### src/rtl/ifetch.sv
// Instruction fetch stage: one outstanding imem read, instruction register
// handed downstream over valid/ready, redirects drain the in-flight response.
module ifetch #(
  parameter logic [31:0] RESET_PC = 32'h0000_0000
) (
  input  logic        clk,
  input  logic        rst,
  output logic        imem_req,
  output logic [31:0] imem_addr,
  input  logic        imem_rvalid,
  input  logic [31:0] imem_rdata,
  output logic [31:0] ir,
  output logic [31:0] ir_pc,
  output logic        ir_valid,
  input  logic        ir_ready,
  input  logic        redirect,
  input  logic [31:0] redirect_pc
);

  typedef enum logic [1:0] {
    S_FETCH,
    S_WAIT,
    S_HOLD,
    S_DRAIN
  } state_e;

  localparam logic [31:0] NOP = 32'h0000_0013;

  state_e      state_q, state_d;
  logic [31:0] pc_q, pc_d;
  logic [31:0] ir_q, ir_d;
  logic [31:0] ir_pc_q, ir_pc_d;
  logic        irv_q, irv_d;

  always_ff @(posedge clk) begin
    if (rst) begin
      state_q <= S_FETCH;
      pc_q    <= RESET_PC;
      ir_q    <= NOP;
      ir_pc_q <= RESET_PC;
      irv_q   <= 1'b0;
    end else begin
      state_q <= state_d;
      pc_q    <= pc_d;
      ir_q    <= ir_d;
      ir_pc_q <= ir_pc_d;
      irv_q   <= irv_d;
    end
  end

  always_comb begin
    state_d = state_q;
    pc_d    = pc_q;
    ir_d    = ir_q;
    ir_pc_d = ir_pc_q;
    irv_d   = irv_q;
    unique case (state_q)
      S_FETCH: state_d = S_WAIT;
      S_WAIT: begin
        if (imem_rvalid) begin
          ir_d    = imem_rdata;
          ir_pc_d = pc_q;
          irv_d   = 1'b1;
          state_d = S_HOLD;
        end
      end
      S_HOLD: begin
        if (irv_q && ir_ready) begin
          irv_d   = 1'b0;
          pc_d    = pc_q + 32'd4;
          state_d = S_FETCH;
        end
      end
      S_DRAIN: begin
        if (imem_rvalid) state_d = S_FETCH;
      end
      default: state_d = S_FETCH;
    endcase
    // Redirect overrides everything; a response still owed sends us to DRAIN.
    if (redirect) begin
      pc_d    = {redirect_pc[31:2], 2'b00};
      ir_d    = ir_q;
      ir_pc_d = ir_pc_q;
      irv_d   = 1'b0;
      unique case (state_q)
        S_FETCH: state_d = S_DRAIN;
        S_WAIT:  state_d = imem_rvalid ? S_FETCH : S_DRAIN;
        S_DRAIN: state_d = imem_rvalid ? S_FETCH : S_DRAIN;
        default: state_d = S_FETCH;
      endcase
    end
  end

  assign imem_req  = (state_q == S_FETCH) && !rst;
  assign imem_addr = pc_q;
  assign ir        = ir_q;
  assign ir_pc     = ir_pc_q;
  assign ir_valid  = irv_q;

endmodule
### config.mk
export PLATFORM = sky130hd
export DESIGN_NAME = ifetch
export DESIGN_NICKNAME = d
export VERILOG_FILES = /design/src/rtl/ifetch.sv
export SDC_FILE = /design/constraint.sdc
export NUM_CORES = 1
export LEC_CHECK = 0
export BUFFER_PORTS_ARGS = -buffer_cell sky130_fd_sc_hd__buf_4
export CORE_MARGIN = 10
export CORE_UTILIZATION = 43
export DETAILED_ROUTE_END_ITERATION = 16
export PLACE_DENSITY_LB_ADDON = 0.05
export SYNTH_ARGS = -nofsm -noshare
export SYNTH_HDL_FRONTEND = slang
export SYNTH_SLANG_ARGS = --single-unit
### constraint.sdc
create_clock -name clk -period 1.9 [get_ports clk]
set_input_delay 0.095 -clock clk [delete_from_list [all_inputs] [get_ports clk]]
set_output_delay 0.095 -clock clk [all_outputs]
set_load 0.01 [all_outputs]
==> metrics, run 1 <==
post-synthesis cell type count 44; Syn Area/Cell 7.86 sq um; multi-input logic area 0.00200 sq mm; Final Non-Filler Cells 849; die area 0.0137 sq mm; ratio of final minimum period to clock period 96.4%; WS Path Type flip-flop to flip-flop; drt pass-1 iters 4; starting density of the core 43.9%; Setup crit end kind flip-flop; number of I/O pins 167; Synth Warn # 0; first-pass GRT wire length 21700 um; area of the mapped netlist 0.00404 sq mm; met2 WL 6650 um; clock latency on the worst-skew pair 360 ps; commonest cells after routing, fill and taps aside buf_4 (209), nand2_1 (137), dfxtp_1 (82); clock tree root buffer cell clkbuf_8; top sig layer met4; hold path startpoint redirect_pc[4]; Wirelength per Cell 16.1 um; number of fillers in the final layout 781; signed area change from the synthesized netlist to the final layout 54.3%; TritonCTS Buffers 9; sequential fraction of the synthesis area 47.1%; count of nets left with antenna violations after detail routing 0; Port-buffer cells 160; number of synthesized register bits 95; routed length on met3 1010 um; Max Buffers Root-to-Sink 2; detailed placer's ending HPWL 9480 um; final worst clock skew 12.8 ps; Final Routed Wirelength 13700 um; max-slew violation count 0; share of cells above drive strength 1 34.4%; clock-pin slew of the registers on the worst-case setup and hold paths 90 ps; power per standard cell area 658 mW/mm^2; Remaining Overflow, GRT 0; Tightest Hold Check Type primary input to flip-flop; run status finished, final reports clean; time the final worst path needs with I/O delays and setup 1830 ps; total instance count after detailed placement 792; Die H 117 um; detail-routed via count per cell 5.22; GRT Overall Usage 19.5%; number of clock sinks 95; CTS tree done; leakage dissipation 2.57 nW; number of rows in the core area 35; weighted congestion reported at the end of routability-driven placement 0.802; VDD IR-drop max 0.408 mV; Setup crit start imem_addr[8]$_SDFFE_PP0P_; highest clock rate 0.546 GHz; final core occ 67.7%; RR Startpoint imem_addr[8]$_SDFFE_PP0P_; area of all sequential standard cells 0.00192 sq mm; number of antenna violations at the first check in global routing 0; post-synthesis cell count 514; required time worst endpoint 2160 ps; diode insertion count for antenna repair 0; number of cells on the worst reg-to-reg path 4; number of global-route vias before repair 4303; Finish-stage setup viols 0; critical path peak fanout 10; CTS H-Tree Depth 3; detailed-route wire length on metal 1 5890 um; setup repair after global routing missed its margin true; depth of the worst hold-timing path 3; Pwr Total 4.10 mW; arrival time of the worst setup path 2090 ps; largest net degree at the start of global routing 60; die span in x 117 um; number of DRC violations after detailed-routing iteration 0 342; launching element type of the critical path flip-flop; maximum capacitance violations 0; Layout Nets 803; DRC Markers 0; placeable core region 0.00920 sq mm; most common cell after layout, fill and taps aside buf_4; via count 4434; Final Hold Violating Endpoints 0
## state kept, by name, indices dropped and copies added, names as in the netlist
name	flops
ir_pc	30
imem_addr	30
ir	32
ir_valid	1
state_q	2
## final cells by class
cell class | count | area share, %
Sequential cell | 95 | 30.8
Tap cell | 111 | 2.23
Timing Repair Buffer | 248 | 31.6
Clock buffer | 12 | 2.49
Inverter | 4 | 0.241
Multi-Input combinational cell | 375 | 32.1
Clock inverter | 4 | 0.482
## where the power goes
group / internal [mW] / leakage (nW) / total, mW / switching, mW
Clock: 0.551 / 0.0926 / 1.26 / 0.710
Combinational: 0.368 / 1.70 / 0.704 / 0.337
Sequential: 2.08 / 0.779 / 2.13 / 0.0554
Total: 2.99 / 2.57 / 4.10 / 1.10
## layer usage
metal  vias up  track usage [%]
met1      2052             24.7
met3        14             5.20
li1       2221                -
met5         -                0
met2       147             32.2
met4         0             5.27
## cells in the mapped netlist, drive strengths merged
master / number / area [sq um]
nand2: 137 / 514
dfxtp: 95 / 1900
a21oi: 62 / 310
clkbuf: 35 / 131
nor2: 29 / 109
nand3: 18 / 90.1
nand4: 14 / 93.8
o21ai: 14 / 70.1
a311oi: 12 / 105
a211oi: 10 / 75.1
or3: 9 / 56.3
buf: 8 / 55.1
or4: 8 / 63.8
xor2: 8 / 70.1
and3: 6 / 37.5
and4: 6 / 52.6
o31ai: 6 / 45.0
nor3: 5 / 25.0
nor4: 4 / 25.0
a2111oi: 3 / 28.8
and2: 3 / 18.8
inv: 3 / 11.3
or2: 3 / 18.8
a32oi: 2 / 17.5
nor4b: 2 / 17.5
xnor2: 2 / 17.5
a31oi: 1 / 6.26
and4b: 1 / 10.0
clkinv: 1 / 3.75
conb: 1 / 3.75
ha: 1 / 12.5
nand2b: 1 / 6.26
nand4b: 1 / 8.76
nor2b: 1 / 6.26
nor3b: 1 / 7.51
o2111a: 1 / 11.3
## worst max-delay path, stage by stage (launching register included)
cell and delay (ps):
dfxtp_2 350, nand4_1 110, or4_4 600, or3_4 400, a2111oi_2 280
## logic make-up after synthesis
kind of cell / after synthesis / synth area share [%]
adder cells (fa/ha/maj): 1 / 0.310
AO/OA/AOI/OAI: 111 / 16.6
XOR/XNOR: 10 / 2.17
buffers and inverters: 47 / 4.99
flip-flops: 95 / 47.1
AND/OR/NAND/NOR: 249 / 28.8
other: 1 / 0.0929
## final timing paths
check / to / slack (ps)
max: imem_addr[24]$_SDFFE_PP0P_ / 70
max reg2reg: imem_addr[24]$_SDFFE_PP0P_ / 70
min reg2reg: ir_pc[19]$_SDFFE_PP0P_ / 460
min: imem_addr[4]$_SDFFE_PP0P_ / 10
## stage by stage
step           setup WS, ps  hold slack, ps  setup TNS, ps  cell area [sq um]
2_1_floorplan         -21.7             219          -21.7               4060
5_1_grt               -37.1            16.0          -48.6               6230
3_3_place_gp           27.7             308              0               5580
3_5_place_dp          -16.3             308          -29.4               5580
6_report               68.3            11.7              0               6230
4_1_cts                3.32           0.919              0               6150
## timing repair
item | in CTS | in global routing
pin swaps | 1 | 3
endpoints found under the hold margin | 37 | 0
setup buffers | 1 | 3
setup endpoints to repair | 2 | 11
hold buffers | 37 | 0
gates resized for setup | 2 | 15
Note: power is estimated with default switching activity, not from simulation.
==> run 2: changes to the inputs <==
--- a/config.mk
+++ b/config.mk
@@ -9,7 +9,9 @@
 export CORE_MARGIN = 10
 export CORE_UTILIZATION = 43
 export DETAILED_ROUTE_END_ITERATION = 16
+export HOLD_SLACK_MARGIN = 0.12
 export PLACE_DENSITY_LB_ADDON = 0.05
+export SETUP_SLACK_MARGIN = 0.1
 export SYNTH_ARGS = -nofsm -noshare
 export SYNTH_HDL_FRONTEND = slang
 export SYNTH_SLANG_ARGS = --single-unit
==> run 2 against run 1 <==
Net effect:
- routed wire length increased by 7.8%
- hold slack improved by 150 ps
- maximum frequency hardly changed
- setup slack gained 1.5 ps
- critical path depth unchanged
- flip-flop and latch count unchanged
- sequential power about the same
- clock skew decreased by 0.70 ps
- clock-buffer cell count shrank 1
- highest routed layer unchanged
==> metrics, run 2 (same netlist as run 1, synthesis figures left out) <==
run status finished, final reports clean; via count 4696 (+5.9%); highest-delay cell along the critical path or4_4; family with the most delay on the worst path simple AND/OR/NAND/NOR gates; die span in x 117 um (unchanged); number of I/O pins 167 (unchanged); commonest cells after routing, fill and taps aside buf_4 (216), nand2_1 (136), dfxtp_1 (77); TritonCTS Buffers 9 (unchanged); number of antenna violations at the first check in global routing 0 (unchanged); share of cells above drive strength 1 37.2% (+2.8 points); Switching Share 27.9% (+0.96 points); leakage dissipation 2.83 nW (+10%); number of global-route vias before repair 4597 (+6.8%); placeable core region 0.00920 sq mm (unchanged); drt pass-1 iters 4 (unchanged); Net Switching 1.15 mW (+4.7%); required time worst endpoint 2160 ps (about the same); first-pass GRT wire length 22600 um (+4.3%); summed negative setup slack over all endpoints 0 ps (unchanged); detail-routed via count per cell 5.26 (+0.69%); portion of total power attributed to the clock network 29.4% (-1.4 points); max-slew violation count 0 (unchanged); Die H 117 um (unchanged); detailed placer's ending HPWL 9690 um (+2.2%); die area 0.0137 sq mm (unchanged); RR Startpoint imem_addr[18]$_SDFFE_PP0P_; Remaining Overflow, GRT 0 (unchanged); Tightest Hold Check Type primary input to flip-flop; largest net degree at the start of global routing 40 (-33%); GRT Overall Usage 20.1% (+0.60 points); setup repair after global routing missed its margin true; number of clock sinks 95 (unchanged); Largest register FFs 32 (unchanged); highest clock rate 0.546 GHz (about the same); share of power burned in combinational logic 19.1% (+1.9 points); Wirelength per Cell 16.5 um (+2.5%); final worst clock skew 12.1 ps (-0.698 ps); time the final worst path needs with I/O delays and setup 1830 ps (-1.53 ps); Setup crit end kind flip-flop; Final Hold Violating Endpoints 0 (unchanged); count of nets left with antenna violations after detail routing 0 (unchanged); share of power burned in registers 51.5% (-0.5 points); power per standard cell area 608 mW/mm^2 (-7.6%); arrival time of the worst setup path 2090 ps (about the same); diode insertion count for antenna repair 0 (unchanged); delay of the slowest cell on the worst path 580 ps (-20 ps); ratio of final minimum period to clock period 96.3% (about the same); maximum capacitance violations 0 (unchanged); most common cell after layout, fill and taps aside buf_4; clock-pin slew of the registers on the worst-case setup and hold paths 100 ps (about the same); Finish-stage setup viols 0 (unchanged); WS Path Type flip-flop to flip-flop; Port-buffer cells 160 (unchanged); clock tree root buffer cell clkbuf_8; CTS tree done; launching element type of the critical path flip-flop; Pwr Total 4.14 mW (+1.0%); Internal Power 2.99 mW (-0.29%); critical path peak fanout 5 (-5); Final Routed Wirelength 14800 um (+7.8%); placed inst area 0.00558 sq mm (about the same); Layout Nets 847 (+5.5%); DRC Markers 0 (unchanged); ordered cell list for the critical path nand4_4, or4_4, or3_4, a2111oi_4; number of rows in the core area 35 (unchanged); clock latency on the worst-skew pair 350 ps (about the same); post-route cell area 0.00681 sq mm (+9.3%); number of DRC violations after detailed-routing iteration 0 335 (-2.0%); signed area change from the synthesized netlist to the final layout 68.7%; CTS H-Tree Depth 3 (unchanged); weighted congestion reported at the end of routability-driven placement 0.810 (+1.0%); starting density of the core 43.9% (unchanged); worst path buffer plus inverter count 0 (unchanged); Max Buffers Root-to-Sink 2 (unchanged); VDD IR-drop max 0.436 mV (+6.9%); Setup crit start imem_addr[18]$_SDFFE_PP0P_; hold path startpoint imem_rvalid
==> run 2: worst reg2reg max path, delay by kind of cell, from the launching register on <==
kind             cells  cell delay, ps
AO/OA/AOI/OAI        1             280
AND/OR/NAND/NOR      3            1100
flip-flops           1             370
==> run 2: final timing paths <==
path                           endpoint  cells after the start  slack, ps
min reg2reg         ir[14]$_SDFFE_PP0P_                      2        460
max reg2reg  imem_addr[24]$_SDFFE_PP0P_                      4         70
max          imem_addr[24]$_SDFFE_PP0P_                      4         70
min             state_q[1]$_SDFFE_PP0P_                      4        160
==> run 2: per-stage QoR <==
stage               setup WS (ps)  std cells  utilization (%)  hold WS, ps
finish                       69.8        893             74.1          165
global route                -16.3        893             74.1          168
CTS                          7.44        880             70.8          151
detailed placement          -54.9        791             60.7          313
global placement             36.2        791             60.7          309
floorplan                    81.2        517                -          219
==> run 2: power by group through the flow <==
| stage | Sequential, mW | Combinational (mW) | Clock [mW] |
|---|---|---|---|
| final | 2.13 | 0.789 | 1.22 |
| after global routing | 2.14 | 0.857 | 1.33 |
| after CTS | 2.13 | 0.756 | 1.26 |
| after detailed placement | 2.18 | 0.626 | 0 |
| after global placement | 2.18 | 0.619 | 0 |
| after floorplan | 2.23 | 0.218 | 0 |
==> run 2: timing repair <==
action                     in CTS  in global routing
pin swaps                       7                 13
resized for setup              14                 43
setup buffers                   8                 11
cloned                          1                  2
setup endpoints to repair      11                 15
hold buffers                   64                  0
hold endpoints to repair       65                  0
==> run 2: layout make-up <==
cell class	instances	area, sq um
fill	734	2390
timing repair buffer	291	2370
multi-input combinational	376	2170
sequential	95	1940
tap	111	139
clock buffer	11	131
clock inverter	5	42.5
inverter	4	15.0
==> run 2: routing by layer <==
metal  vias to the layer above  global-route usage (%)  part of all wire, %
met4                         0                    3.79                  1.4
li1                       2329                       -                    -
met3                        26                    4.99                  6.7
met1                      2198                    22.8                   41
met5                         -                       0                    0
met2                       143                    37.3                   51
==> run 3: changes to the inputs <==
--- a/config.mk
+++ b/config.mk
@@ -10,7 +10,7 @@
 export CORE_UTILIZATION = 43
 export DETAILED_ROUTE_END_ITERATION = 16
 export HOLD_SLACK_MARGIN = 0.12
-export PLACE_DENSITY_LB_ADDON = 0.05
+export PLACE_DENSITY = 0.82
 export SETUP_SLACK_MARGIN = 0.1
 export SYNTH_ARGS = -nofsm -noshare
 export SYNTH_HDL_FRONTEND = slang
==> run 3 against run 2 <==
Net effect:
- non-clock buffer count decreased by 21
- final area decreased by 3.3%
- hold slack got worse by 1.1 ps
==> metrics, run 3 (same netlist as run 1, synthesis figures left out) <==
Final Hold Violating Endpoints 0 (unchanged); required time worst endpoint 2160 ps (about the same); number of global-route vias before repair 4635 (+0.83%); CTS tree done; signed area change from the synthesized netlist to the final layout 63.2%; Die H 117 um (unchanged); via count 4757 (+1.3%); placed inst area 0.00556 sq mm (-0.40%); area of all sequential standard cells 0.00193 sq mm (-0.45%); arrival time of the worst setup path 2110 ps (+20 ps); Fin Hold WS 164 ps (-1.10 ps); number of clock sinks 95 (unchanged); time the final worst path needs with I/O delays and setup 1850 ps (+19.9 ps); Worst Max-Slew Pin Slew 540 ps; highest clock rate 0.541 GHz (-1.1%); largest net degree at the start of global routing 79 (+98%); launching element type of the critical path flip-flop; maximum capacitance violations 0 (unchanged); commonest cells after routing, fill and taps aside buf_4 (200), nand2_1 (137), dfxtp_1 (78); placeable core region 0.00920 sq mm (unchanged); count of nets left with antenna violations after detail routing 0 (unchanged); WS Path Type flip-flop to flip-flop; GRT Overall Usage 21.2% (+1.1 points); post-route cell area 0.00659 sq mm (-3.3%); VDD IR-drop max 0.426 mV (-2.3%); clock latency on the worst-skew pair 360 ps (about the same); CTS H-Tree Depth 3 (unchanged); clock tree root buffer cell clkbuf_8; Finish-stage setup viols 0 (unchanged); detail-routed via count per cell 5.44 (+3.5%); Tightest Hold Check Type primary input to flip-flop; drt pass-1 iters 5 (+1); die area 0.0137 sq mm (unchanged); weighted congestion reported at the end of routability-driven placement 0.841 (+3.8%); first-pass GRT wire length 23600 um (+4.3%); ratio of final minimum period to clock period 97.4% (+1.0 points); most common cell after layout, fill and taps aside buf_4; Layout Nets 825 (-2.6%); leakage dissipation 2.68 nW (-5.3%); number of antenna violations at the first check in global routing 1 (+1); DRC Markers 0 (unchanged); Port-buffer cells 160 (unchanged); number of DRC violations after detailed-routing iteration 0 522 (+56%); die span in x 117 um (unchanged); Wirelength per Cell 17.4 um (+5.3%); delay of the slowest cell on the worst path 590 ps (about the same); max-slew violation count 0 (unchanged); setup repair after global routing missed its margin true; ordered cell list for the critical path nand4_1, or4_4, or3_4, a2111oi_4; clock-pin slew of the registers on the worst-case setup and hold paths 100 ps (about the same); number of I/O pins 167 (unchanged); starting density of the core 43.9% (unchanged); critical path peak fanout 7 (+2); worst-case headroom to the max-slew limit 63.7%; final worst clock skew 9.89 ps (-2.25 ps); power per standard cell area 664 mW/mm^2 (+9.2%); run status finished, final reports clean; TritonCTS Buffers 9 (unchanged); Final Routed Wirelength 15200 um (+3.0%); share of cells above drive strength 1 33.9% (-3.3 points); number of fillers in the final layout 674 (-8.2%); highest-delay cell along the critical path or4_4; multi-input logic area 0.00205 sq mm (-5.7%); Largest register FFs 32 (unchanged); Setup crit end kind flip-flop; Max Buffers Root-to-Sink 2 (unchanged); Remaining Overflow, GRT 0 (unchanged); detailed placer's ending HPWL 10100 um (+4.1%); number of rows in the core area 35 (unchanged)
[run 3: final timing paths]
path | startpoint | cells after the start | end | slack [ps]
max | imem_addr[12]$_SDFFE_PP0P_ | 4 | imem_addr[24]$_SDFFE_PP0P_ | 50
min | ir_ready | 4 | state_q[1]$_SDFFE_PP0P_ | 160
max reg2reg | imem_addr[12]$_SDFFE_PP0P_ | 4 | imem_addr[24]$_SDFFE_PP0P_ | 50
min reg2reg | ir[24]$_SDFFE_PP0P_ | 2 | ir[24]$_SDFFE_PP0P_ | 460
[run 3: through the flow]
stage / setup TNS, ps / cells / utilization [%] / setup slack (ps) / total power [mW]
2_1_floorplan: 0 / 517 / - / 81.2 / 2.45
3_3_place_gp: 0 / 783 / 60.4 / 79.3 / 2.79
3_5_place_dp: -97.3 / 783 / 60.4 / -70.4 / 2.81
4_1_cts: 0 / 868 / 70.4 / 40.4 / 4.37
5_1_grt: -105 / 872 / 71.6 / -70.7 / 4.56
6_report: 0 / 874 / 71.6 / 49.9 / 4.37
[run 3: final cells by class]
cell class                 instances  area share [%]
antenna                            3           0.114
clock buffer                      11            1.99
clock inverter                     5            1.25
inverter                           4           0.228
multi-input combinational        375            31.1
sequential                        95            29.3
tap                              111            2.11
timing repair buffer             270            33.9
[run 3: worst max-delay path: cells and delay by family, from the launching register on]
family,cells,cell delay [ps]
simple gates,3,1090
flops,1,360
compound gates,1,300
[run 3: where the power goes]
part	switching [mW]	internal, mW
sequential	0.0624	2.07
clock	0.714	0.743
combinational	0.366	0.412
total	1.14	3.23
[run 3: repair_timing]
action	CTS	global route
pin swaps	4	8
endpoints found under the hold margin	65	0
setup endpoints to repair	11	13
resized for setup	8	18
buffers inserted	5	3
hold buffers	64	0
[run 3: layer usage]
layer,track usage (%),share of wire [%]
met1,24.6,40
met2,36.5,50
met3,6.17,9.1
met4,7.50,1.7
met5,0,0
